### src/rtl/ps2_host_cmd_ctrl_if.sv
// PS/2 host command sequencer bus bundle.
// Groups the register-side command handshake, transmitter handshake,
// receive-decoder input, scan-code pass-through and response outputs.
// The master modport is the sequencer's view; slave is the peer side
// (register interface, transmitter, decoder, scan-code path).
interface ps2_host_cmd_ctrl_if;
    logic       cmd_valid;
    logic [7:0] cmd_byte;
    logic       cmd_has_arg;
    logic [7:0] cmd_arg;
    logic       cmd_ready;
    logic       tx_start;
    logic [7:0] tx_byte;
    logic       tx_busy;
    logic       tx_done;
    logic       rx_valid;
    logic [7:0] rx_byte;
    logic       pass_valid;
    logic [7:0] pass_byte;
    logic       rsp_valid;
    logic [1:0] rsp_status;
    logic       busy;

    modport master (
        input  cmd_valid, cmd_byte, cmd_has_arg, cmd_arg,
        input  tx_busy, tx_done, rx_valid, rx_byte,
        output cmd_ready, tx_start, tx_byte,
        output pass_valid, pass_byte, rsp_valid, rsp_status, busy
    );

    modport slave (
        output cmd_valid, cmd_byte, cmd_has_arg, cmd_arg,
        output tx_busy, tx_done, rx_valid, rx_byte,
        input  cmd_ready, tx_start, tx_byte,
        input  pass_valid, pass_byte, rsp_valid, rsp_status, busy
    );
endinterface

### src/rtl/ps2_host_cmd_ctrl.sv
// PS/2 host-to-device command sequencer.
// Sends a command byte (and optional argument byte) through the PS/2
// transmitter, consumes the device ACK/RESEND/ERROR responses, retries on
// RESEND, times out stalled phases and forwards every other received byte
// to the scan-code path.
// Optional build macro PS2_BAT_WAIT_EN: after the ACK of a 0xFF reset
// command, wait for the BAT completion byte 0xAA before reporting done.
module ps2_host_cmd_ctrl #(
    parameter int TIMEOUT_CYCLES = 200000,
    parameter int MAX_RETRY      = 3,
    parameter int TMR_W          = 18
) (
    input  logic                 clk,
    input  logic                 rst,
    ps2_host_cmd_ctrl_if.master  bus
);
    localparam int RW = $clog2(MAX_RETRY + 2);
    localparam logic [TMR_W-1:0] TMR_LAST = TMR_W'(TIMEOUT_CYCLES - 1);

    localparam logic [7:0] RSP_ACK    = 8'hFA;
    localparam logic [7:0] RSP_RESEND = 8'hFE;
    localparam logic [7:0] RSP_ERROR  = 8'hFC;
    localparam logic [7:0] CMD_RESET  = 8'hFF;
    localparam logic [7:0] BAT_OK     = 8'hAA;

    typedef enum logic [2:0] {
        IDLE,
        SEND_CMD,
        WAIT_ACK_CMD,
        SEND_ARG,
        WAIT_ACK_ARG,
        DONE,
        ERR
`ifdef PS2_BAT_WAIT_EN
        , WAIT_BAT
`endif
    } state_t;

    state_t           state;
    logic [TMR_W-1:0] timer;
    logic [RW-1:0]    retry_cnt;
    logic             sent;
    logic [7:0]       cmd_q;
    logic [7:0]       arg_q;
    logic             has_arg_q;
    logic             consume;

    logic             tx_start_q;
    logic [7:0]       tx_byte_q;
    logic             pass_valid_q;
    logic [7:0]       pass_byte_q;
    logic             rsp_valid_q;
    logic [1:0]       rsp_status_q;

    assign bus.cmd_ready  = (state == IDLE);
    assign bus.busy       = (state != IDLE);
    assign bus.tx_start   = tx_start_q;
    assign bus.tx_byte    = tx_byte_q;
    assign bus.pass_valid = pass_valid_q;
    assign bus.pass_byte  = pass_byte_q;
    assign bus.rsp_valid  = rsp_valid_q;
    assign bus.rsp_status = rsp_status_q;

    // Decide whether the byte now on the decoder is a response meant for us.
    always_comb begin
        consume = 1'b0;
        if (bus.rx_valid && (state == WAIT_ACK_CMD || state == WAIT_ACK_ARG))
            consume = (bus.rx_byte == RSP_ACK) || (bus.rx_byte == RSP_RESEND) ||
                      (bus.rx_byte == RSP_ERROR);
`ifdef PS2_BAT_WAIT_EN
        if (bus.rx_valid && state == WAIT_BAT)
            consume = (bus.rx_byte == BAT_OK) || (bus.rx_byte == RSP_ERROR);
`endif
    end

    // Command sequencer FSM with registered transmitter, pass-through and response outputs.
    always_ff @(posedge clk) begin
        if (rst) begin
            state        <= IDLE;
            timer        <= '0;
            retry_cnt    <= '0;
            sent         <= 1'b0;
            cmd_q        <= '0;
            arg_q        <= '0;
            has_arg_q    <= 1'b0;
            tx_start_q   <= 1'b0;
            tx_byte_q    <= '0;
            pass_valid_q <= 1'b0;
            pass_byte_q  <= '0;
            rsp_valid_q  <= 1'b0;
            rsp_status_q <= 2'b00;
        end else begin
            tx_start_q   <= 1'b0;
            rsp_valid_q  <= 1'b0;
            pass_valid_q <= bus.rx_valid && !consume;
            if (bus.rx_valid && !consume)
                pass_byte_q <= bus.rx_byte;

            case (state)
                IDLE: begin
                    if (bus.cmd_valid) begin
                        cmd_q     <= bus.cmd_byte;
                        arg_q     <= bus.cmd_arg;
                        has_arg_q <= bus.cmd_has_arg;
                        retry_cnt <= '0;
                        sent      <= 1'b0;
                        timer     <= '0;
                        state     <= SEND_CMD;
                    end
                end

                SEND_CMD, SEND_ARG: begin
                    timer <= timer + TMR_W'(1);
                    if (sent && bus.tx_done) begin
                        timer <= '0;
                        state <= (state == SEND_CMD) ? WAIT_ACK_CMD : WAIT_ACK_ARG;
                    end else if (timer == TMR_LAST) begin
                        timer        <= '0;
                        state        <= ERR;
                        rsp_valid_q  <= 1'b1;
                        rsp_status_q <= 2'b10;
                    end else if (!sent && !bus.tx_busy) begin
                        sent       <= 1'b1;
                        tx_start_q <= 1'b1;
                        tx_byte_q  <= (state == SEND_CMD) ? cmd_q : arg_q;
                    end
                end

                WAIT_ACK_CMD, WAIT_ACK_ARG: begin
                    timer <= timer + TMR_W'(1);
                    if (consume && bus.rx_byte == RSP_ACK) begin
                        timer <= '0;
                        if (state == WAIT_ACK_CMD && has_arg_q) begin
                            sent  <= 1'b0;
                            state <= SEND_ARG;
`ifdef PS2_BAT_WAIT_EN
                        end else if (state == WAIT_ACK_CMD && cmd_q == CMD_RESET) begin
                            state <= WAIT_BAT;
`endif
                        end else begin
                            state        <= DONE;
                            rsp_valid_q  <= 1'b1;
                            rsp_status_q <= 2'b00;
                        end
                    end else if (consume && bus.rx_byte == RSP_RESEND) begin
                        timer     <= '0;
                        retry_cnt <= retry_cnt + RW'(1);
                        if (retry_cnt == RW'(MAX_RETRY)) begin
                            state        <= ERR;
                            rsp_valid_q  <= 1'b1;
                            rsp_status_q <= 2'b01;
                        end else begin
                            sent  <= 1'b0;
                            state <= (state == WAIT_ACK_CMD) ? SEND_CMD : SEND_ARG;
                        end
                    end else if (consume) begin
                        timer        <= '0;
                        state        <= ERR;
                        rsp_valid_q  <= 1'b1;
                        rsp_status_q <= 2'b11;
                    end else if (timer == TMR_LAST) begin
                        timer        <= '0;
                        state        <= ERR;
                        rsp_valid_q  <= 1'b1;
                        rsp_status_q <= 2'b10;
                    end
                end

`ifdef PS2_BAT_WAIT_EN
                WAIT_BAT: begin
                    timer <= timer + TMR_W'(1);
                    if (consume && bus.rx_byte == BAT_OK) begin
                        timer        <= '0;
                        state        <= DONE;
                        rsp_valid_q  <= 1'b1;
                        rsp_status_q <= 2'b00;
                    end else if (consume) begin
                        timer        <= '0;
                        state        <= ERR;
                        rsp_valid_q  <= 1'b1;
                        rsp_status_q <= 2'b11;
                    end else if (timer == TMR_LAST) begin
                        timer        <= '0;
                        state        <= ERR;
                        rsp_valid_q  <= 1'b1;
                        rsp_status_q <= 2'b10;
                    end
                end
`endif

                DONE, ERR: begin
                    timer <= '0;
                    state <= IDLE;
                end

                default: begin
                    timer <= '0;
                    state <= IDLE;
                end
            endcase
        end
    end
endmodule

### src/flat_wrapper.sv
// flat-port wrapper written by rule: the top's interface ports become plain ports
module ps2_host_cmd_ctrl_flat 
#(
    parameter int TIMEOUT_CYCLES = 200000,
    parameter int MAX_RETRY      = 3,
    parameter int TMR_W          = 18
)
  (clk, rst, bus_cmd_valid, bus_cmd_byte, bus_cmd_has_arg, bus_cmd_arg, bus_tx_busy, bus_tx_done, bus_rx_valid, bus_rx_byte, bus_cmd_ready, bus_tx_start, bus_tx_byte, bus_pass_valid, bus_pass_byte, bus_rsp_valid, bus_rsp_status, bus_busy);
  ps2_host_cmd_ctrl_if bus_i ();
  input  logic clk;
  input  logic rst;
  input wire logic [$bits(bus_i.cmd_valid)-1:0] bus_cmd_valid;
  input wire logic [$bits(bus_i.cmd_byte)-1:0] bus_cmd_byte;
  input wire logic [$bits(bus_i.cmd_has_arg)-1:0] bus_cmd_has_arg;
  input wire logic [$bits(bus_i.cmd_arg)-1:0] bus_cmd_arg;
  input wire logic [$bits(bus_i.tx_busy)-1:0] bus_tx_busy;
  input wire logic [$bits(bus_i.tx_done)-1:0] bus_tx_done;
  input wire logic [$bits(bus_i.rx_valid)-1:0] bus_rx_valid;
  input wire logic [$bits(bus_i.rx_byte)-1:0] bus_rx_byte;
  output wire logic [$bits(bus_i.cmd_ready)-1:0] bus_cmd_ready;
  output wire logic [$bits(bus_i.tx_start)-1:0] bus_tx_start;
  output wire logic [$bits(bus_i.tx_byte)-1:0] bus_tx_byte;
  output wire logic [$bits(bus_i.pass_valid)-1:0] bus_pass_valid;
  output wire logic [$bits(bus_i.pass_byte)-1:0] bus_pass_byte;
  output wire logic [$bits(bus_i.rsp_valid)-1:0] bus_rsp_valid;
  output wire logic [$bits(bus_i.rsp_status)-1:0] bus_rsp_status;
  output wire logic [$bits(bus_i.busy)-1:0] bus_busy;
  assign bus_i.cmd_valid = bus_cmd_valid;
  assign bus_i.cmd_byte = bus_cmd_byte;
  assign bus_i.cmd_has_arg = bus_cmd_has_arg;
  assign bus_i.cmd_arg = bus_cmd_arg;
  assign bus_i.tx_busy = bus_tx_busy;
  assign bus_i.tx_done = bus_tx_done;
  assign bus_i.rx_valid = bus_rx_valid;
  assign bus_i.rx_byte = bus_rx_byte;
  assign bus_cmd_ready = bus_i.cmd_ready;
  assign bus_tx_start = bus_i.tx_start;
  assign bus_tx_byte = bus_i.tx_byte;
  assign bus_pass_valid = bus_i.pass_valid;
  assign bus_pass_byte = bus_i.pass_byte;
  assign bus_rsp_valid = bus_i.rsp_valid;
  assign bus_rsp_status = bus_i.rsp_status;
  assign bus_busy = bus_i.busy;
  ps2_host_cmd_ctrl #(.TIMEOUT_CYCLES(TIMEOUT_CYCLES), .MAX_RETRY(MAX_RETRY), .TMR_W(TMR_W)) u_core (.clk(clk), .rst(rst), .bus(bus_i));
endmodule
### config.mk
export PLATFORM = sky130hd
export DESIGN_NAME = ps2_host_cmd_ctrl_flat
export DESIGN_NICKNAME = d
export VERILOG_FILES = /design/src/rtl/ps2_host_cmd_ctrl_if.sv /design/src/rtl/ps2_host_cmd_ctrl.sv /design/src/flat_wrapper.sv
export SDC_FILE = /design/constraint.sdc
export NUM_CORES = 1
export LEC_CHECK = 0
export BUFFER_PORTS_ARGS = -buffer_cell sky130_fd_sc_hd__buf_2
export CAP_MARGIN = 5
export CORE_MARGIN = 1.5
export CORE_UTILIZATION = 40
export DETAILED_ROUTE_END_ITERATION = 6
export PLACE_DENSITY = 0.57
export SLEW_MARGIN = 25
export SYNTH_ARGS = -nofsm -noshare
export SYNTH_HDL_FRONTEND = slang
export SYNTH_SLANG_ARGS = --single-unit
### constraint.sdc
create_clock -name clk -period 2 [get_ports clk]
set_input_delay 0.4 -clock clk [delete_from_list [all_inputs] [get_ports clk]]
set_output_delay 0.4 -clock clk [all_outputs]
set_load 0.03 [all_outputs]
==> summary.md, run 1 <==
| Metric | Value |
|---|---|
| Status | `finished, final reports clean` |
| Critical path class | `reg2out` |
| Flop-to-flop setup slack | `0.16 ns` |
| DR vias | `2,685` |
| Crit path capture type | `primary output` |
| Reg2reg start | `u_core.state[0]` |
| Cell variety after synth | `50` |
| Post-synth top area cell | `dfxtp_1` |
| Detailed-route DRC error count | `0` |
| Die W | `88.5 um` |
| 1st-pass router iterations | `4` |
| Cell Area, Synth | `0.00293 mm2` |
| CTS root buffer | `clkbuf_8` |
| Final setup vio count | `0` |
| Maxcap violations | `0` |
| FFs w/ async S/R, synth | `0%` |
| Vias in the first global route | `2,527` |
| Rel. slew slack | `76.8%` |
| Hold Fails Final Rpt | `0` |
| Layout Nets | `462` |
| Worst-path clk slew | `0.08 ns` |
| Seq/Total Area, Yosys | `43.1%` |
| Final GP Congestion | `0.866` |
| Worst Setup SP | `u_core.state[2]` |
| FMAX | `516 MHz` |
| Min cycle time layout | `1.94 ns` |
| Worst-margin pin slew | `0.343 ns` |
| Post-synth EDFFs | `0` |
| Crit share post-route | `96.8%` |
| Max clock buf depth | `2` |
| # diodes | `0` |
| Met3 wire length | `323 um` |
| Most common cell after layout, fill and taps aside | `dfxtp_1` |
| Yosys top cell area share | `43.1%` |
| Hold Path Sink | `u_core.cmd_q[4]` |
| Die height | `88.5 um` |
| Leak | `1.44 nW` |
| Filler cell count | `691` |
| FF/Latch Area | `0.00126 mm2` |
| CP Buf/Inv Count | `3` |
| Dpl cells | `513` |
| Final Skew | `0.0106 ns` |
| IO buf count | `53` |
| Vias per cell | `5.08` |
| Multi-input logic area | `0.00154 mm2` |
| RSZ-0062 raised after global routing | `no` |
| Post-Syn Instances | `354` |
| Met1 wire length | `3440 um` |
| Largest net degree at the start of global routing | `21` |
| CTS tree | `yes` |
| Crit path max-delay family | `buffers and inverters` |
| FF-to-FF End | `u_core.timer[14]` |
| Total grt overflow | `0` |
| Boundary Pins | `54` |
| Clk sinks | `63` |
| Layout cells sized above 1 | `25.9%` |
| Post-CTS setup buffer count | `0` |
| Avg WL per Cell | `13.4 um` |
| Top cells by area, synth | `dfxtp_1, nand2_1, nor2_1` |
| Setup TNS | `0 ns` |
| Critical path cell sequence | `buf_4, or3_1, inv_2, buf_4` |
| Cell Pwr Density | `783 mW/mm2` |
| Area grow syn2layout | `24.2%` |
| Effective utilization at floorplan | `42.1%` |
| Worst path slowest cell | `or3_1` |
| Initial antenna violation count | `0` |
| Post-DP Area | `0.00342 mm2` |
| Final Util | `52.3%` |
| Total power | `2.84 mW` |
| Worst Hold Class | `in2reg` |
| Final ANT Viol Nets | `0` |
| Largest fanout on the critical path | `9` |
| R2R depth | `5` |
| Most frequent cells in the layout | `dfxtp_1, nand2_1, buf_2, nor2_1, buf_4` |
| Crit path required time | `1.60 ns` |
| First-pass GRT wire length | `11,800 um` |
| Drt total wl | `7060 um` |
| Yosys warns | `0` |
| Worst setup SP type | `flip-flop` |
| Synth Net Count | `388` |
| Htree depth | `3` |
| Hold Path Origin | `bus_cmd_byte[4]` |
| Flops & latches, synth | `63` |
| Layout Cells excl Fill | `529` |
| Tot GR Track Use | `19.8%` |
| Most common cell on crit path | `buf_4` |
| Hold Crit Depth | `3` |
| Cts bufs inserted | `9` |
| Pins Over Slew Limit | `0` |
| Design Area, Final | `0.00363 mm2` |
| Max incr delay on CP | `0.41 ns` |
| Met2 routed WL | `3180 um` |
| Uppermost layer routed | `met4` |
| Worst-skew pair later-pin latency | `0.35 ns` |
| Critical Path AT | `1.54 ns` |
| Hold_buf cts | `0` |
| Synth Flop Type | `dfxtp_1` |
| Die area | `0.00784 mm2` |
| VDD IR max | `0.371 mV` |
| Initial drt markers | `175` |
| Rows | `30` |
| Final HPWL DP | `5000 um` |
| Syn avg cell area | `8.27 um2` |
| Core ar. | `0.00694 mm2` |
[report_power, final]
part | leakage (nW) | switching (mW) | total, mW | internal (mW)
logic | 0.823 | 0.224 | 0.365 | 0.140
clock network | 0.103 | 0.531 | 1.15 | 0.615
registers | 0.515 | 0.0298 | 1.33 | 1.30
[logic make-up (layout without fill, tap and decap cells)]
family / count (synthesis) / after routing / share of synthesized area, %
flip-flops: 63 / 63 / 43.1
multiplexers: 10 / 10 / 3.42
adder cells (fa/ha/maj): 3 / 3 / 1.28
AND/OR/NAND/NOR: 165 / 165 / 26.4
buffers and inverters: 24 / 103 / 4.32
XOR/XNOR: 16 / 16 / 4.79
AO/OA/AOI/OAI: 73 / 73 / 16.7
[worst max-delay path by stage]
stage / depth (start not counted) / end
floorplan: 7 / u_core.cmd_q[3]
detailed placement: 6 / u_core.retry_cnt[2]
global placement: 6 / u_core.retry_cnt[2]
global route: 4 / bus_cmd_ready
finish: 4 / bus_cmd_ready
CTS: 4 / bus_cmd_ready
[cell usage after synthesis, drive strengths merged (7+ instances only)]
library cell and instances:
a31oi 7, nand3 11, nor3 10, a311oi 8, a21oi 27, nor2 48, clkbuf 8, xor2 7
xnor2 9, dfxtp 63, nand2 60, buf 11, o21ai 17, mux2i 10
[per-layer routing]
metal / global-route usage [%] / vias up
li1: - / 1393
met1: 25.8 / 1214
met2: 31.4 / 66
met3: 5.41 / 12
met4: 7.53 / 0
met5: 0 / -
[layout make-up]
cell class	instances	share of cell area [%]
sequential	63	34.8
clock buffer	10	3.79
inverter	5	0.517
tap	96	3.31
multi-input combinational	267	42.4
timing repair buffer	82	13.4
clock inverter	6	1.89
[what timing repair did]
action / CTS / global route
endpoints found under the setup margin: 1 / 1
gates resized for setup: 2 / 2
pin swaps: 0 / 0
[tightest hold or removal path, stage by stage]
cell     delay (ns)
buf_2          0.09
nand2_1        0.04
a21oi_1        0.05
[registers in the layout, indices dropped and copies added (netlist names)]
signal and count:
u_core.arg_q 8, u_core.bus.pass_byte 8, u_core.bus.pass_valid 1, u_core.bus.rsp_status 2
u_core.bus.rsp_valid 1, u_core.bus.tx_byte 8, u_core.bus.tx_start 1, u_core.cmd_q 8
u_core.has_arg_q 1, u_core.retry_cnt 3, u_core.sent 1, u_core.state 3
u_core.timer 18
[metrics by stage]
step / setup WS (ns) / hold slack, ns
global route: 0.00382 / 0.269
detailed placement: 0.0993 / 0.444
global placement: 0.107 / 0.440
CTS: 0.0201 / 0.273
floorplan: 0.0172 / 0.431
finish: 0.0638 / 0.280
No activity file was read; power rests on OpenSTA's default activity.
==> inputs of run 2 (changes only) <==
==> constraint.sdc (replaced) <==
create_clock -name clk -period 1.86 [get_ports clk]
set_input_delay 0.372 -clock clk [delete_from_list [all_inputs] [get_ports clk]]
set_output_delay 0.372 -clock clk [all_outputs]
set_load 0.03 [all_outputs]
==> summary.md, run 2 (synthesized netlist as in run 1, its figures left out) <==
| Metric | Value |
|---|---|
| Clk sinks | `63` |
| Crit path max-delay family | `simple AND/OR/NAND/NOR gates` |
| Worst-skew pair later-pin latency | `0.34 ns` |
| Min cycle time layout | `1.81 ns` |
| CP Buf/Inv Count | `2` |
| First-pass GRT wire length | `12,100 um` |
| # diodes | `0` |
| Vias per cell | `5.17` |
| Dpl cells | `518` |
| Reg power frac | `43.4%` |
| Layout cells sized above 1 | `28.7%` |
| Max incr delay on CP | `0.39 ns` |
| Effective utilization at floorplan | `42.1%` |
| 1st-pass router iterations | `4` |
| Maxcap violations | `0` |
| Final HPWL DP | `5210 um` |
| Internal power | `2.47 mW` |
| Worst path slowest cell | `or3_4` |
| Hold_buf cts | `0` |
| Initial drt markers | `201` |
| Critical path class | `reg2out` |
| Setup TNS | `0 ns` |
| CTS tree | `yes` |
| Vias in the first global route | `2,697` |
| IO buf count | `53` |
| Final Util | `54.6%` |
| Clock share of power | `43.9%` |
| Fin worst setup slack | `0.0503 ns` |
| RSZ-0062 raised after global routing | `yes` |
| Tot GR Track Use | `20.0%` |
| Layout Cells excl Fill | `535` |
| CTS root buffer | `clkbuf_8` |
| Largest net degree at the start of global routing | `18` |
| VDD IR max | `0.373 mV` |
| Total power | `3.31 mW` |
| Initial antenna violation count | `0` |
| Die area | `0.00784 mm2` |
| Rel. slew slack | `76.8%` |
| Area grow syn2layout | `29.6%` |
| Worst setup SP type | `flip-flop` |
| Die height | `88.5 um` |
| Worst-path clk slew | `0.08 ns` |
| Layout Nets | `468` |
| Max reg flops | `18` |
| Die W | `88.5 um` |
| Crit share post-route | `97.3%` |
| Comb pwr share | `12.7%` |
| Crit path capture type | `primary output` |
| Hold Fails Final Rpt | `0` |
| Cts bufs inserted | `9` |
| Final setup vio count | `0` |
| Design Area, Final | `0.00379 mm2` |
| WHS | `0.254 ns` |
| Largest fanout on the critical path | `7` |
| Worst Hold Class | `in2reg` |
| Sw Share | `25.3%` |
| Post-DP Area | `0.00350 mm2` |
| Most common cell after layout, fill and taps aside | `nand2_1` |
| Largest Register | `u_core.timer` |
| Worst-margin pin slew | `0.344 ns` |
| Htree depth | `3` |
| Final ANT Viol Nets | `0` |
| Status | `finished, final reports clean` |
| Most frequent cells in the layout | `nand2_1, dfxtp_1, buf_2, nor2_1, buf_4` |
| Rows | `30` |
| Critical Path AT | `1.44 ns` |
| Leak | `1.50 nW` |
| P_sw | `839 uW` |
| Final Skew | `0.00799 ns` |
| Detailed-route DRC error count | `0` |
| Final GP Congestion | `0.884` |
| Cell Pwr Density | `872 mW/mm2` |
| Avg WL per Cell | `13.1 um` |
| Placement Setup Slack | `0.0248 ns` |
| Critical path cell sequence | `buf_4, or3_4, buf_2` |
| FMAX | `553 MHz` |
| Max clock buf depth | `2` |
| Drt total wl | `7040 um` |
| Pins Over Slew Limit | `0` |
| Boundary Pins | `54` |
| Crit path required time | `1.49 ns` |
| DR vias | `2,765` |
| Core ar. | `0.00694 mm2` |
| Total grt overflow | `0` |
==> run 2: worst min-delay path, delay by kind of cell <==
family          cells  cell delay, ns
buf+inv             1            0.09
compound gates      1            0.05
simple gates        1            0.04
==> run 2: routing by layer <==
layer	track usage (%)	wire length [um]	part of all wire (%)	up-vias
met4	10.1	114	1.6	0
met3	4.10	228	3.2	11
met2	32.0	3220	46	60
met5	0	0	0	-
met1	25.7	3470	49	1285
li1	-	-	-	1409
==> run 2: final timing paths <==
check                                 startpoint              end  slack [ns]  cells past startpoint
worst max register to register  u_core.timer[16]  u_core.state[2]        0.10                      6
worst min register to register   u_core.arg_q[4]  u_core.arg_q[4]        0.46                      2
worst min-delay path             bus_cmd_byte[6]  u_core.cmd_q[6]        0.25                      3
worst max-delay path             u_core.state[2]         bus_busy        0.05                      3
==> run 2: power by group through the flow <==
| stage | logic [mW] | registers (mW) | clock network, mW |
|---|---|---|---|
| floorplan | 0.203 | 1.51 | 0 |
| global placement | 0.412 | 1.47 | 0 |
| detailed placement | 0.415 | 1.47 | 0 |
| CTS | 0.420 | 1.44 | 1.48 |
| global route | 0.466 | 1.44 | 1.55 |
| finish | 0.422 | 1.44 | 1.45 |
==> run 2: area by class of cell <==
class | instances | area [um2]
repair buffers | 88 | 572
clock buffers | 9 | 124
well taps | 96 | 120
fillers | 676 | 3150
multi-input cells | 267 | 1570
inverters | 5 | 21.3
clock inverters | 7 | 121
flip-flops and latches | 63 | 1270
==> run 2: what timing repair did <==
action / in CTS / in global routing
pin swaps: 0 / 1
resized for setup: 4 / 9
gates cloned: 0 / 0
endpoints found under the setup margin: 1 / 35
setup buffers: 0 / 1
==> inputs of run 3 (changes only) <==
--- a/config.mk
+++ b/config.mk
@@ -7,6 +7,7 @@
 export LEC_CHECK = 0
 export BUFFER_PORTS_ARGS = -buffer_cell sky130_fd_sc_hd__buf_2
 export CAP_MARGIN = 5
+export CORE_ASPECT_RATIO = 1.4
 export CORE_MARGIN = 1.5
 export CORE_UTILIZATION = 40
 export DETAILED_ROUTE_END_ITERATION = 6
==> summary.md, run 3 (synthesized netlist as in run 1, its figures left out) <==
| Metric | Value |
|---|---|
| Status | `finished, final reports clean` |
| Worst path slowest cell | `or3_4` |
| Die W | `75.3 um` |
| Vias per cell | `5.21` |
| DR vias | `2,782` |
| Max incr delay on CP | `0.40 ns` |
| Worst-skew pair later-pin latency | `0.34 ns` |
| Max clock buf depth | `2` |
| Htree depth | `3` |
| # diodes | `0` |
| Final setup vio count | `0` |
| Layout cells sized above 1 | `29.2%` |
| Internal power | `2.46 mW` |
| Largest fanout on the critical path | `5` |
| Crit path max-delay family | `simple AND/OR/NAND/NOR gates` |
| Core ar. | `0.00703 mm2` |
| Reg power frac | `43.4%` |
| Crit share post-route | `96.3%` |
| Critical Path AT | `1.42 ns` |
| WHS | `0.263 ns` |
| Crit path required time | `1.49 ns` |
| Final ANT Viol Nets | `0` |
| Worst-path clk slew | `0.08 ns` |
| Tot GR Track Use | `20.7%` |
| Initial antenna violation count | `0` |
| Die height | `104 um` |
| CTS tree | `yes` |
| Hold Fails Final Rpt | `0` |
| Layout Nets | `468` |
| Hold_buf cts | `0` |
| Pins Over Slew Limit | `0` |
| Design Area, Final | `0.00379 mm2` |
| R2R depth | `7` |
| Sw Share | `25.5%` |
| Avg WL per Cell | `14.2 um` |
| Vias in the first global route | `2,716` |
| Post-DP Area | `0.00347 mm2` |
| Most frequent cells in the layout | `nand2_1, dfxtp_1, buf_2, nor2_1, buf_4` |
| First-pass GRT wire length | `12,500 um` |
| VDD IR max | `0.537 mV` |
| Setup TNS | `0 ns` |
| Crit path capture type | `primary output` |
| Final GP Congestion | `0.856` |
| Final HPWL DP | `5600 um` |
| Comb pwr share | `12.6%` |
| Flop-to-flop setup slack | `0.11 ns` |
| Rows | `36` |
| Worst-margin pin slew | `0.344 ns` |
| Fin worst setup slack | `0.0683 ns` |
| Rel. slew slack | `76.7%` |
| Initial drt markers | `74` |
| IO buf count | `53` |
| Effective utilization at floorplan | `41.6%` |
| Drt total wl | `7570 um` |
| Max reg flops | `18` |
| FMAX | `558 MHz` |
| Final Skew | `0.00750 ns` |
| Total grt overflow | `0` |
| Hold Path Sink | `u_core.cmd_q[6]` |
| CP Buf/Inv Count | `2` |
| FF-to-FF End | `u_core.bus.rsp_status[0]` |
| Die area | `0.00785 mm2` |
| Cts bufs inserted | `9` |
| Maxcap violations | `0` |
| Total power | `3.31 mW` |
| Largest Register | `u_core.timer` |
| Leak | `1.49 nW` |
| CTS root buffer | `clkbuf_8` |
| Worst Hold Class | `in2reg` |
| Placement Setup Slack | `0.0134 ns` |
| Reg2reg start | `u_core.state[2]` |
| Area grow syn2layout | `29.7%` |
| RSZ-0062 raised after global routing | `no` |
| Detailed-route DRC error count | `0` |
| Clock share of power | `44.0%` |
| Min cycle time layout | `1.79 ns` |
| Cell Pwr Density | `872 mW/mm2` |
| Largest net degree at the start of global routing | `23` |
| Worst setup SP type | `flip-flop` |
| Hold Path Origin | `bus_cmd_byte[6]` |
| Clk sinks | `63` |
| Filler cell count | `676` |
| Hold Crit Depth | `3` |
| Critical path class | `reg2out` |
| Boundary Pins | `54` |
| Critical path cell sequence | `buf_12, or3_4, buf_2` |
| 1st-pass router iterations | `4` |
| P_sw | `843 uW` |
-- run 3: cell types whose count changed in the layout (fill, tap and decap cells not counted), sizes merged --
cell / previous run / this run
inv: 5 / 6
clkinvlp: 3 / 1
clkinv: 1 / 2
-- run 3: metal layers --
metal  global-route usage, %  share of wire [%]  vias up
met5                       0                  0        -
met2                    35.3                 53       59
met3                    4.07                3.5       16
met4                    9.82                2.7        0
li1                        -                  -     1401
met1                    23.8                 40     1306
-- run 3: how the worst max path moves through the flow --
stage	start	endpoint	slack, ns	cells past startpoint
after global routing	u_core.state[1]	u_core.bus.pass_byte[1]	0.005	6
after floorplan	u_core.timer[0]	u_core.bus.tx_byte[7]	0.06	7
after detailed placement	bus_rx_byte[6]	u_core.timer[9]	0.01	8
final	u_core.state[1]	bus_busy	0.07	3
after CTS	u_core.state[2]	bus_cmd_ready	0.004	4
after global placement	bus_cmd_valid	u_core.timer[16]	0.01	6
-- run 3: final cells by class --
type / count / area, um2 / share of cell area (%)
clock buffers: 9 / 124 / 3.26
clock inverters: 7 / 120 / 3.17
inverters: 5 / 21.3 / 0.561
multi-input cells: 267 / 1580 / 41.7
flip-flops and latches: 63 / 1270 / 33.5
well taps: 95 / 119 / 3.13
repair buffers: 88 / 559 / 14.7
-- run 3: timing repair --
action / in CTS / in global routing
gates resized for setup: 5 / 14
setup endpoints to repair: 1 / 31
buffers inserted: 0 / 2
pin swaps: 0 / 1
-- run 3: stage by stage --
step | instances | util (%)
after detailed placement | 516 | 49.4
after global routing | 534 | 54.0
after global placement | 516 | 49.4
after floorplan | 354 | -
final | 534 | 54.0
after CTS | 532 | 53.0
-- run 3: power by group through the flow --
stage	Clock [mW]	Combinational (mW)	Sequential [mW]
final	1.46	0.418	1.43
after CTS	1.49	0.414	1.44
after floorplan	0	0.203	1.51
after detailed placement	0	0.408	1.47
after global placement	0	0.405	1.46
after global routing	1.54	0.457	1.44
-- run 3: worst reg2reg max path, delay by kind of cell (launching register included) --
family | cells | cell delay, ns
AND/OR/NAND/NOR | 2 | 0.35
buffers and inverters | 3 | 0.56
flip-flops | 1 | 0.38
AO/OA/AOI/OAI | 2 | 0.33
